--- config.mk ---
export PLATFORM = sky130hd
export DESIGN_NAME = keyed_bridge_fsm_flat
export DESIGN_NICKNAME = d
export VERILOG_FILES = /design/src/rtl/keyed_bridge_fsm_if.sv /design/src/rtl/keyed_bridge_fsm.sv /design/src/flat_wrapper.sv
export SDC_FILE = /design/constraint.sdc
export NUM_CORES = 1
export LEC_CHECK = 0
export BUFFER_PORTS_ARGS = -buffer_cell sky130_fd_sc_hd__buf_4
export CORE_UTILIZATION = 50
export CTS_CLUSTER_SIZE = 25
export DETAILED_ROUTE_END_ITERATION = 7
export PLACE_DENSITY_LB_ADDON = 0.05
export SYNTH_ARGS = -nofsm -noshare
export SYNTH_HDL_FRONTEND = slang
export SYNTH_SLANG_ARGS = --single-unit
--- constraint.sdc ---
create_clock -name clk -period 4.8 [get_ports clk]
set_input_delay 0.24 -clock clk [delete_from_list [all_inputs] [get_ports clk]]
set_output_delay 0.24 -clock clk [all_outputs]
set_load 0.005 [all_outputs]
--- src/rtl/keyed_bridge_fsm_if.sv ---
// keyed_bridge_fsm_if -- bus bundle for keyed_bridge_fsm.
//   Request side (driven by master): start, len[3:0], data_in[DW-1:0],
//     sink_rdy, key[KEY_W-1:0].
//   Status side (driven by slave): busy, out_vld, data_out[DW-1:0], done,
//     locked.
// The bridge is connected through the slave modport. The stimulus or
// upstream logic is connected through the master modport.
interface keyed_bridge_if #(
  parameter int KEY_W = 4,
  parameter int DW    = 8
);
  logic             start;
  logic [3:0]       len;
  logic [DW-1:0]    data_in;
  logic             sink_rdy;
  logic [KEY_W-1:0] key;
  logic             busy;
  logic             out_vld;
  logic [DW-1:0]    data_out;
  logic             done;
  logic             locked;

  modport master (
    output start, len, data_in, sink_rdy, key,
    input  busy, out_vld, data_out, done, locked
  );

  modport slave (
    input  start, len, data_in, sink_rdy, key,
    output busy, out_vld, data_out, done, locked
  );
endinterface

--- src/rtl/keyed_bridge_fsm.sv ---
// keyed_bridge_fsm -- keyed burst bridge.
// A transaction first walks one checkpoint per key bit, comparing key[ci]
// against KEY_VAL[ci] as each checkpoint is entered. It then streams
// len+1 beats from data_in to data_out under sink_rdy flow control, and
// finally pulses done for one cycle. Key mismatches are counted in a
// saturating 4-bit counter (mc) that survives across transactions.
//
// Ports:
//   clk  - clock; all state changes on the FALLING edge
//   rst  - asynchronous active-high reset
//   bus  - keyed_bridge_if.slave
//          (start/len/data_in/sink_rdy/key in; busy/out_vld/data_out/done/locked out)
//
// Optional feature: macro KEYED_BRIDGE_TRAP_EN.
//   When it is defined, the mismatch that brings mc up to TRAP_CNT diverts
//   the FSM into LOCK. Only rst leaves LOCK.
//   When it is undefined, LOCK cannot be reached and locked is tied low.
module keyed_bridge_fsm #(
  parameter int               KEY_W    = 4,
  parameter logic [KEY_W-1:0] KEY_VAL  = KEY_W'(4'b1010),
  parameter int               DW       = 8,
  parameter int               TRAP_CNT = 3
) (
  input logic           clk,
  input logic           rst,
  keyed_bridge_if.slave bus
);

  localparam int              CI_W    = (KEY_W > 1) ? $clog2(KEY_W) : 1;
  localparam logic [CI_W-1:0] CI_LAST = CI_W'(KEY_W - 1);

  // Reject illegal configurations at elaboration time.
  if (KEY_W < 1 || KEY_W > 8) begin : g_bad_key_w
    $error("keyed_bridge_fsm: KEY_W must be 1..8");
  end
  if (TRAP_CNT < 1 || TRAP_CNT > 15) begin : g_bad_trap_cnt
    $error("keyed_bridge_fsm: TRAP_CNT must be 1..15");
  end

`ifdef KEYED_BRIDGE_TRAP_EN
  localparam logic [3:0] TRAP_MC = 4'(TRAP_CNT);
`endif

  typedef enum logic [2:0] {
    S_IDLE  = 3'd0,
    S_CHK   = 3'd1,
    S_CHK_D = 3'd2,
    S_XFER  = 3'd3,
    S_DONE  = 3'd4,
    S_LOCK  = 3'd5
  } state_t;

  state_t          state_q, state_d;
  logic [CI_W-1:0] ci_q, ci_d;
  logic [3:0]      bc_q, bc_d;
  logic [3:0]      mc_q, mc_d;

  logic             enter_ckpt;
  logic [CI_W-1:0]  enter_idx;
  logic             miss;
  logic [KEY_W-1:0] key_ok;

  // Per-checkpoint key comparison. Only the bit of the checkpoint being
  // entered matters in any given cycle.
  for (genvar gi = 0; gi < KEY_W; gi++) begin : g_key_cmp
    assign key_ok[gi] = (bus.key[gi] == KEY_VAL[gi]);
  end

  always_comb begin
    state_d    = state_q;
    ci_d       = ci_q;
    bc_d       = bc_q;
    mc_d       = mc_q;
    enter_ckpt = 1'b0;
    enter_idx  = '0;
    miss       = 1'b0;

    case (state_q)
      S_IDLE: begin
        if (bus.start) begin
          enter_ckpt = 1'b1;
          enter_idx  = '0;
          bc_d       = bus.len;
        end
      end
      // The primary and duplicate checkpoint states behave identically.
      // The duplicate state only records that a mismatch happened.
      S_CHK, S_CHK_D: begin
        if (ci_q == CI_LAST) begin
          state_d = S_XFER;
        end else begin
          enter_ckpt = 1'b1;
          enter_idx  = ci_q + 1'b1;
        end
      end
      S_XFER: begin
        if (bus.sink_rdy) begin
          if (bc_q == 4'd0) begin
            state_d = S_DONE;
          end else begin
            bc_d = bc_q - 4'd1;
          end
        end
      end
      S_DONE: state_d = S_IDLE;
`ifdef KEYED_BRIDGE_TRAP_EN
      S_LOCK: state_d = S_LOCK;
`endif
      default: state_d = S_IDLE;
    endcase

    // Checkpoint entry: choose the primary or duplicate state for index
    // enter_idx.
    if (enter_ckpt) begin
      ci_d = enter_idx;
      if (key_ok[enter_idx]) begin
        state_d = S_CHK;
      end else begin
        state_d = S_CHK_D;
        miss    = 1'b1;
      end
    end

    // The mismatch counter saturates at 15.
    // The trap fires only on the increment that lands exactly on TRAP_CNT.
    if (miss && (mc_q != 4'hF)) begin
      mc_d = mc_q + 4'd1;
`ifdef KEYED_BRIDGE_TRAP_EN
      if (mc_d == TRAP_MC) begin
        state_d = S_LOCK;
      end
`endif
    end
  end

  always_ff @(negedge clk or posedge rst) begin
    if (rst) begin
      state_q <= S_IDLE;
      ci_q    <= '0;
      bc_q    <= '0;
      mc_q    <= '0;
    end else begin
      state_q <= state_d;
      ci_q    <= ci_d;
      bc_q    <= bc_d;
      mc_q    <= mc_d;
    end
  end

  // Outputs are decoded from the registered state only.
  // data_out passes data_in straight through while in XFER.
  assign bus.busy     = (state_q == S_CHK) || (state_q == S_CHK_D) ||
                        (state_q == S_XFER) || (state_q == S_DONE);
  assign bus.out_vld  = (state_q == S_XFER);
  assign bus.data_out = (state_q == S_XFER) ? bus.data_in : '0;
  assign bus.done     = (state_q == S_DONE);
`ifdef KEYED_BRIDGE_TRAP_EN
  assign bus.locked   = (state_q == S_LOCK);
`else
  assign bus.locked   = 1'b0;
`endif

endmodule
--- src/flat_wrapper.sv ---
// flat-port wrapper written by rule: the top's interface ports become plain ports
module keyed_bridge_fsm_flat 
#(
  parameter int               KEY_W    = 4,
  parameter logic [KEY_W-1:0] KEY_VAL  = KEY_W'(4'b1010),
  parameter int               DW       = 8,
  parameter int               TRAP_CNT = 3
)
  (clk, rst, bus_start, bus_len, bus_data_in, bus_sink_rdy, bus_key, bus_busy, bus_out_vld, bus_data_out, bus_done, bus_locked);
  keyed_bridge_if #(.KEY_W(KEY_W), .DW(DW)) bus_i ();
  input logic clk;
  input logic rst;
  input wire logic [$bits(bus_i.start)-1:0] bus_start;
  input wire logic [$bits(bus_i.len)-1:0] bus_len;
  input wire logic [$bits(bus_i.data_in)-1:0] bus_data_in;
  input wire logic [$bits(bus_i.sink_rdy)-1:0] bus_sink_rdy;
  input wire logic [$bits(bus_i.key)-1:0] bus_key;
  output wire logic [$bits(bus_i.busy)-1:0] bus_busy;
  output wire logic [$bits(bus_i.out_vld)-1:0] bus_out_vld;
  output wire logic [$bits(bus_i.data_out)-1:0] bus_data_out;
  output wire logic [$bits(bus_i.done)-1:0] bus_done;
  output wire logic [$bits(bus_i.locked)-1:0] bus_locked;
  assign bus_i.start = bus_start;
  assign bus_i.len = bus_len;
  assign bus_i.data_in = bus_data_in;
  assign bus_i.sink_rdy = bus_sink_rdy;
  assign bus_i.key = bus_key;
  assign bus_busy = bus_i.busy;
  assign bus_out_vld = bus_i.out_vld;
  assign bus_data_out = bus_i.data_out;
  assign bus_done = bus_i.done;
  assign bus_locked = bus_i.locked;
  keyed_bridge_fsm #(.KEY_W(KEY_W), .KEY_VAL(KEY_VAL), .DW(DW), .TRAP_CNT(TRAP_CNT)) u_core (.clk(clk), .rst(rst), .bus(bus_i));
endmodule
# [After elaboration in Yosys (flattened, before gate mapping)]
# Index checks and enable logic that the tools add are counted.
[totals] output_inout_bits=12 regBits=9 word_cells=47
[classes] n_mux=18 n_reduce_logical=9 n_eq_ne=12 order_cmp=1 add_sub_neg=2 bitwise=2
[op_table] operator="$mux W3" n=4
[op_table] operator="$mux W4" n=3
[op_table] operator="$pmux W3 S3" n=1
[op_table] operator="$mux W8" n=1
[op_table] operator="$pmux W4 S2" n=1
[op_table] operator="$reduce_and A4 Y1" n=2
[op_table] operator="$eq A3 B2 Y1 const B" n=2
[op_table] operator="$mux W2" n=3
[op_table] operator="$ne A2 B2 Y1 const B" n=3
[op_table] operator="$ne A3 B1 Y1 const B" n=2
[op_table] operator="$logic_not A4 Y1" n=1
[op_table] operator="$sub A4 B1 Y4 const B" n=1
[op_table] operator="$eq A3 B1 Y1 const B" n=1
[op_table] operator="$eq A3 B3 Y1 const B" n=1
[op_table] operator="$logic_not A3 Y1" n=1
[op_table] operator="$logic_or A1 B1 Y1" n=3
[op_table] operator="$lt A2 B3 Y1 const B" n=1
[op_table] operator="$mux W1" n=3
[op_table] operator="$ne A3 B2 Y1 const B" n=1
[op_table] operator="$add A2 B1 Y2 const B" n=1
[op_table] operator="$bmux W1 S2" n=1
[op_table] operator="$eq A2 B2 Y1 const B" n=1
[op_table] operator="$ne A2 B1 Y1 const B" n=1
[op_table] operator="$not A1 Y1" n=2
[op_table] operator="other kinds (3)" n=3

# [Depth between registers and ports, before layout]
# Gate-level depths: netlist of the first run.
[logic_depth] ltp_word=7 depth_mapped=7 ltp_nobuf=7

==> flow_summary.json, run 1 <==
{
  "power.total_uw": 585,
  "start_kind": "register",
  "synthTopCellsByCount": "and2_1 (10), dfrtn_1 (9), o21ai_0 (9)",
  "setup_viol": 0,
  "critical-path-top-delay-family": "flip-flops",
  "finalHoldViolations": 0,
  "drc": 0,
  "grt_pass1_vias": 637,
  "min_path_type": "register to register",
  "drtAntennaViolNets": 0,
  "ys_seq_elements": 9,
  "clk_latency_ns": 0.28,
  "die_w_um": 40.8,
  "synthFlopType": "dfrtn_1",
  "cp_cell_sequence": "nand3b_1, inv_1, and2_1, buf_4",
  "finalSetupTns_ns": 0,
  "crit_path_end_kind": "output port",
  "via_count": 735,
  "seq_area_frac_synth_pct": 30.0,
  "crit_slowest_cell": "dfrtn_1",
  "initial_utilization_pct": 55.7,
  "area_growth_pct": 30.4,
  "cts_hold_buf": 0,
  "path_class": "register to output port",
  "status": "finished, final reports clean",
  "min-delay-start": "u_core.ci_q[1]",
  "detail_route.wl_per_cell_um": 13.0,
  "core_mm2": 0.00135,
  "hold-path-cell-count": 1,
  "syn-instance-count": 90,
  "power.density_mw_per_mm2": 597,
  "cts_tree": "yes",
  "synthDistinctLibCells": 35,
  "r2r_setup_slack_ns": 2.71,
  "track_usage_pct": 23.9,
  "cts.repair.resized": 0,
  "avgViaCountPerCell": 5.57,
  "cp_num_buf_inv": 2,
  "max_stage_delay_ns": 0.70,
  "grt_max_degree": 17,
  "clk_pin_slew_ns": 0.05,
  "ios": 32,
  "synthTopCellsByArea": "dfrtn_1 (30%), and2_1 (8.3%), o21ai_0 (6.0%)",
  "fin_ws_ns": 0.288,
  "holdPathEnd": "u_core.ci_q[1]",
  "crit_cells": 4,
  "numCtsBuffers": 3,
  "yosys_warnings": 0,
  "hpwlAfterDp_um": 1300,
  "htreeDepth": 1,
  "synth_top_area_share_pct": 30.0,
  "cts-root-buf": "clkbuf_4",
  "place_ws_ns": 0.602,
  "dieArea_mm2": 0.00166,
  "syn_area_um2": 752,
  "synth.net_count": 112,
  "ir_drop_mv": 0.412,
  "drt_iter0_drc": 16,
  "antenna_found_initial": 0,
  "path_max_fanout": 16,
  "r2r_cells": 5,
  "drt-pass1-iter-count": 5,
  "slew_violations": 0,
  "grt_overflow": 0,
  "num_antenna_cells": 0,
  "rr_startpoint": "u_core.state_q[1]",
  "final_core_util_pct": 72.7,
  "syn_area_per_cell_um2": 8.36,
  "rsz0062_at_grt": "false",
  "cap_violations": 0,
  "p_leak_uw": 0.000462,
  "cts_setup_buffers": 0,
  "async_reset_ff_share_pct": 100,
  "wl_um": 1720,
  "die_height_um": 40.8,
  "row_count": 13,
  "crit_arrival_ns": 4.27,
  "crit_required_ns": 4.56,
  "cts_buffer_depth": 2,
  "portBuffers": 30,
  "nNetsFinal": 140,
  "synth_most_common_cell": "and2_1",
  "fin_skew_ns": 0.00363,
  "synth_edf_count": 0,
  "timing.rr.end": "u_core.state_q[1]",
  "grt_pass1_wl_um": 2610,
  "final_layout_size_suffix_gt1_share_pct": 30.8,
  "synth_top_area_cell": "dfrtn_1",
  "gp_congestion": 0.811,
  "cts.sinks": 9
}
-- per-stage QoR --
| step | cell area, um^2 | std cells | hold WS (ns) |
|---|---|---|---|
| after floorplan | 752 | 90 | 0.445 |
| after global placement | 955 | 128 | 0.456 |
| after detailed placement | 955 | 128 | 0.479 |
| after CTS | 981 | 132 | 0.478 |
| after global routing | 981 | 132 | 0.483 |
| final | 981 | 132 | 0.471 |
-- area by class of cell --
class                           instances  area [um^2]
Inverter                                5         18.8
Timing Repair Buffer                   30          225
Fill cell                             107          369
Multi-Input combinational cell         69          467
Sequential cell                         9          225
Tap cell                               15         18.8
Clock buffer                            4         26.3
-- sequential cells by signal (all words and copies together), names as in the netlist --
name            flops
u_core.bc_q         4
u_core.ci_q         2
u_core.state_q      3
-- worst max-delay path by stage --
stage	slack [ns]	endpoint	from
floorplan	0.82	bus_data_out[0]	u_core.state_q[2]
global placement	0.66	bus_data_out[2]	u_core.state_q[1]
detailed placement	0.60	bus_data_out[1]	u_core.state_q[1]
CTS	0.30	bus_data_out[1]	u_core.state_q[1]
global route	0.14	bus_data_out[7]	u_core.state_q[1]
finish	0.29	bus_data_out[4]	u_core.state_q[1]
-- power breakdown --
group	leakage [uW]	total, uW	switching [uW]	internal, uW
clock network	0.0000150	62.7	30.5	32.2
logic	0.000339	355	174	180
registers	0.000108	168	54.9	113
-- logic make-up (layout without fill, tap and decap cells) --
kind of cell,count (synthesis),count (layout),share of synthesized area (%)
AOI/OAI and AO/OA,30,30,28.0
buffers and inverters,12,39,7.99
DFF,9,9,30.0
adders and majority gates,2,2,3.33
and+or+nand+nor,31,31,23.8
xor gates and xnor gates,2,2,2.33
other,1,1,0.499
muxes,3,3,4.16
-- placed cells by master, fill, tap and decap left out, types with 2 or more instances in the layout --
master / synthesis / final
nor2_1: 3 / 3
inv_1: 5 / 5
nand2b_1: 5 / 5
a21oi_1: 3 / 3
nor3_1: 2 / 2
nor3b_1: 2 / 2
ha_1: 2 / 2
o21ai_0: 9 / 9
and2_1: 10 / 10
a31oi_1: 3 / 3
dfrtn_1: 9 / 9
clkbuf_4: 0 / 3
buf_4: 2 / 30
mux2i_1: 2 / 2
nand2_1: 5 / 5
a21boi_0: 2 / 2
o21a_1: 2 / 2
xnor2_1: 2 / 2
o311a_1: 2 / 2
-- metal layers --
metal  vias to the layer above  routed length [um]  global-route usage (%)
met5                         -                   0                       0
met4                         0                   5                    10.0
met3                         2                  98                    6.52
met2                        29                 810                    36.3
met1                       329                 805                    31.5
li1                        375                   -                       -
No activity file was read; power rests on OpenSTA's default activity.
==> run 2, diff against run 1 <==
--- a/config.mk
+++ b/config.mk
@@ -10,6 +10,7 @@
 export CTS_CLUSTER_SIZE = 25
 export DETAILED_ROUTE_END_ITERATION = 7
 export PLACE_DENSITY_LB_ADDON = 0.05
+export RECOVER_POWER = 25
 export SYNTH_ARGS = -nofsm -noshare
 export SYNTH_HDL_FRONTEND = slang
 export SYNTH_SLANG_ARGS = --single-unit
==> flow_summary.json, run 2 (synthesis results as in run 1) <==
{
  "dieArea_mm2": 0.00166,
  "fin_skew_ns": 0.00363,
  "wl_met2_um": 810,
  "track_usage_pct": 23.9,
  "cts_tree": "yes",
  "portBuffers": 30,
  "final_layout_size_suffix_gt1_share_pct": 30.8,
  "finalSetupTns_ns": 0,
  "row_count": 13,
  "numCtsBuffers": 3,
  "drc": 0,
  "crit_arrival_ns": 4.27,
  "regMostFlops": "u_core.bc_q",
  "status": "finished, final reports clean",
  "drt_iter0_drc": 16,
  "grt_pass1_wl_um": 2610,
  "crit_path_end_kind": "output port",
  "num_antenna_cells": 0,
  "cts.sinks": 9,
  "hpwlAfterDp_um": 1300,
  "drtAntennaViolNets": 0,
  "cts_hold_buf": 0,
  "grt_pass1_vias": 637,
  "htreeDepth": 1,
  "layout_commonest_cell": "buf_4",
  "clk_latency_ns": 0.28,
  "grt_max_degree": 17,
  "cap_violations": 0,
  "path_class": "register to output port",
  "ios": 32,
  "gp_congestion": 0.811,
  "fin_ws_ns": 0.288,
  "place_ws_ns": 0.602,
  "core_mm2": 0.00135,
  "die_w_um": 40.8,
  "nNetsFinal": 140,
  "setup_viol": 0,
  "initial_utilization_pct": 55.7,
  "wl_met1_um": 804,
  "crit_required_ns": 4.56,
  "grt_overflow": 0,
  "cts_setup_buffers": 0,
  "top_layer": "met4",
  "drt-pass1-iter-count": 5,
  "avgViaCountPerCell": 5.57,
  "largest_registers": "u_core.bc_q x4, u_core.state_q x3, u_core.ci_q x2",
  "cts_buffer_depth": 2,
  "clk_pin_slew_ns": 0.05,
  "ir_drop_mv": 0.412,
  "path_max_fanout": 16,
  "cts.repair.resized": 0,
  "antenna_found_initial": 0,
  "p_leak_uw": 0.000462,
  "route.met3.wl_um": 99,
  "largest_reg_flops": 4,
  "area_growth_pct": 30.4,
  "min_path_type": "register to register",
  "wl_um": 1720,
  "die_height_um": 40.8,
  "multi_input_area_um2": 467,
  "finalHoldViolations": 0,
  "slew_violations": 0,
  "cts-root-buf": "clkbuf_4",
  "rsz0062_at_grt": "false",
  "detail_route.wl_per_cell_um": 13.0,
  "ff_latch_area_um2": 225,
  "start_kind": "register",
  "power.density_mw_per_mm2": 597,
  "via_count": 735,
  "fillers": 107,
  "final_cell_mix": "buf_4 (29), and2_1 (10), o21ai_0 (9), dfrtn_1 (9)"
}
[run 2: cell types whose count changed in the layout (fill, tap and decap cells not counted), sizes merged]
cell / previous run / this run
buf: 30 / 29
clkbuf: 4 / 5
[run 2: worst paths after layout]
path | from | endpoint | slack [ns] | cells past startpoint
max in group asynchronous | rst | u_core.bc_q[3] | 2.27 | 2
min reg2reg | u_core.ci_q[1] | u_core.ci_q[1] | 0.47 | 1
max | u_core.state_q[1] | bus_data_out[4] | 0.29 | 4
min in group asynchronous | rst | u_core.state_q[0] | 2.23 | 2
min | u_core.ci_q[1] | u_core.ci_q[1] | 0.47 | 1
max reg2reg | u_core.state_q[1] | u_core.state_q[1] | 2.71 | 5
[run 2: power by group]
group	switching, uW	total, uW	internal [uW]
Clock	30.5	62.7	32.2
Sequential	54.9	168	113
Combinational	174	355	180
[run 2: per-stage QoR]
step,hold WS [ns],cell area [um^2],utilization (%),cells,power (uW)
global placement,0.456,955,70.7,128,509
CTS,0.478,981,72.7,132,584
detailed placement,0.479,955,70.7,128,519
finish,0.471,981,72.7,132,585
global route,0.483,981,72.7,132,639
floorplan,0.445,752,-,90,424
[run 2: final cells by class]
type | instances | share of cell area [%]
Multi-Input combinational cell | 69 | 47.6
Sequential cell | 9 | 23.0
Timing Repair Buffer | 30 | 23.0
Clock buffer | 4 | 2.68
Inverter | 5 | 1.91
Tap cell | 15 | 1.91
[run 2: worst max-delay path, stage by stage, from the launching register on]
cell and delay, ns:
dfrtn_1 0.70, nand3b_1 0.31, inv_1 0.30, and2_1 0.17, buf_4 0.10
[run 2: metal layers]
layer / up-vias / track usage (%)
met1: 329 / 31.5
met4: 0 / 10.0
met5: - / 0
li1: 375 / -
met3: 2 / 6.52
met2: 29 / 36.3
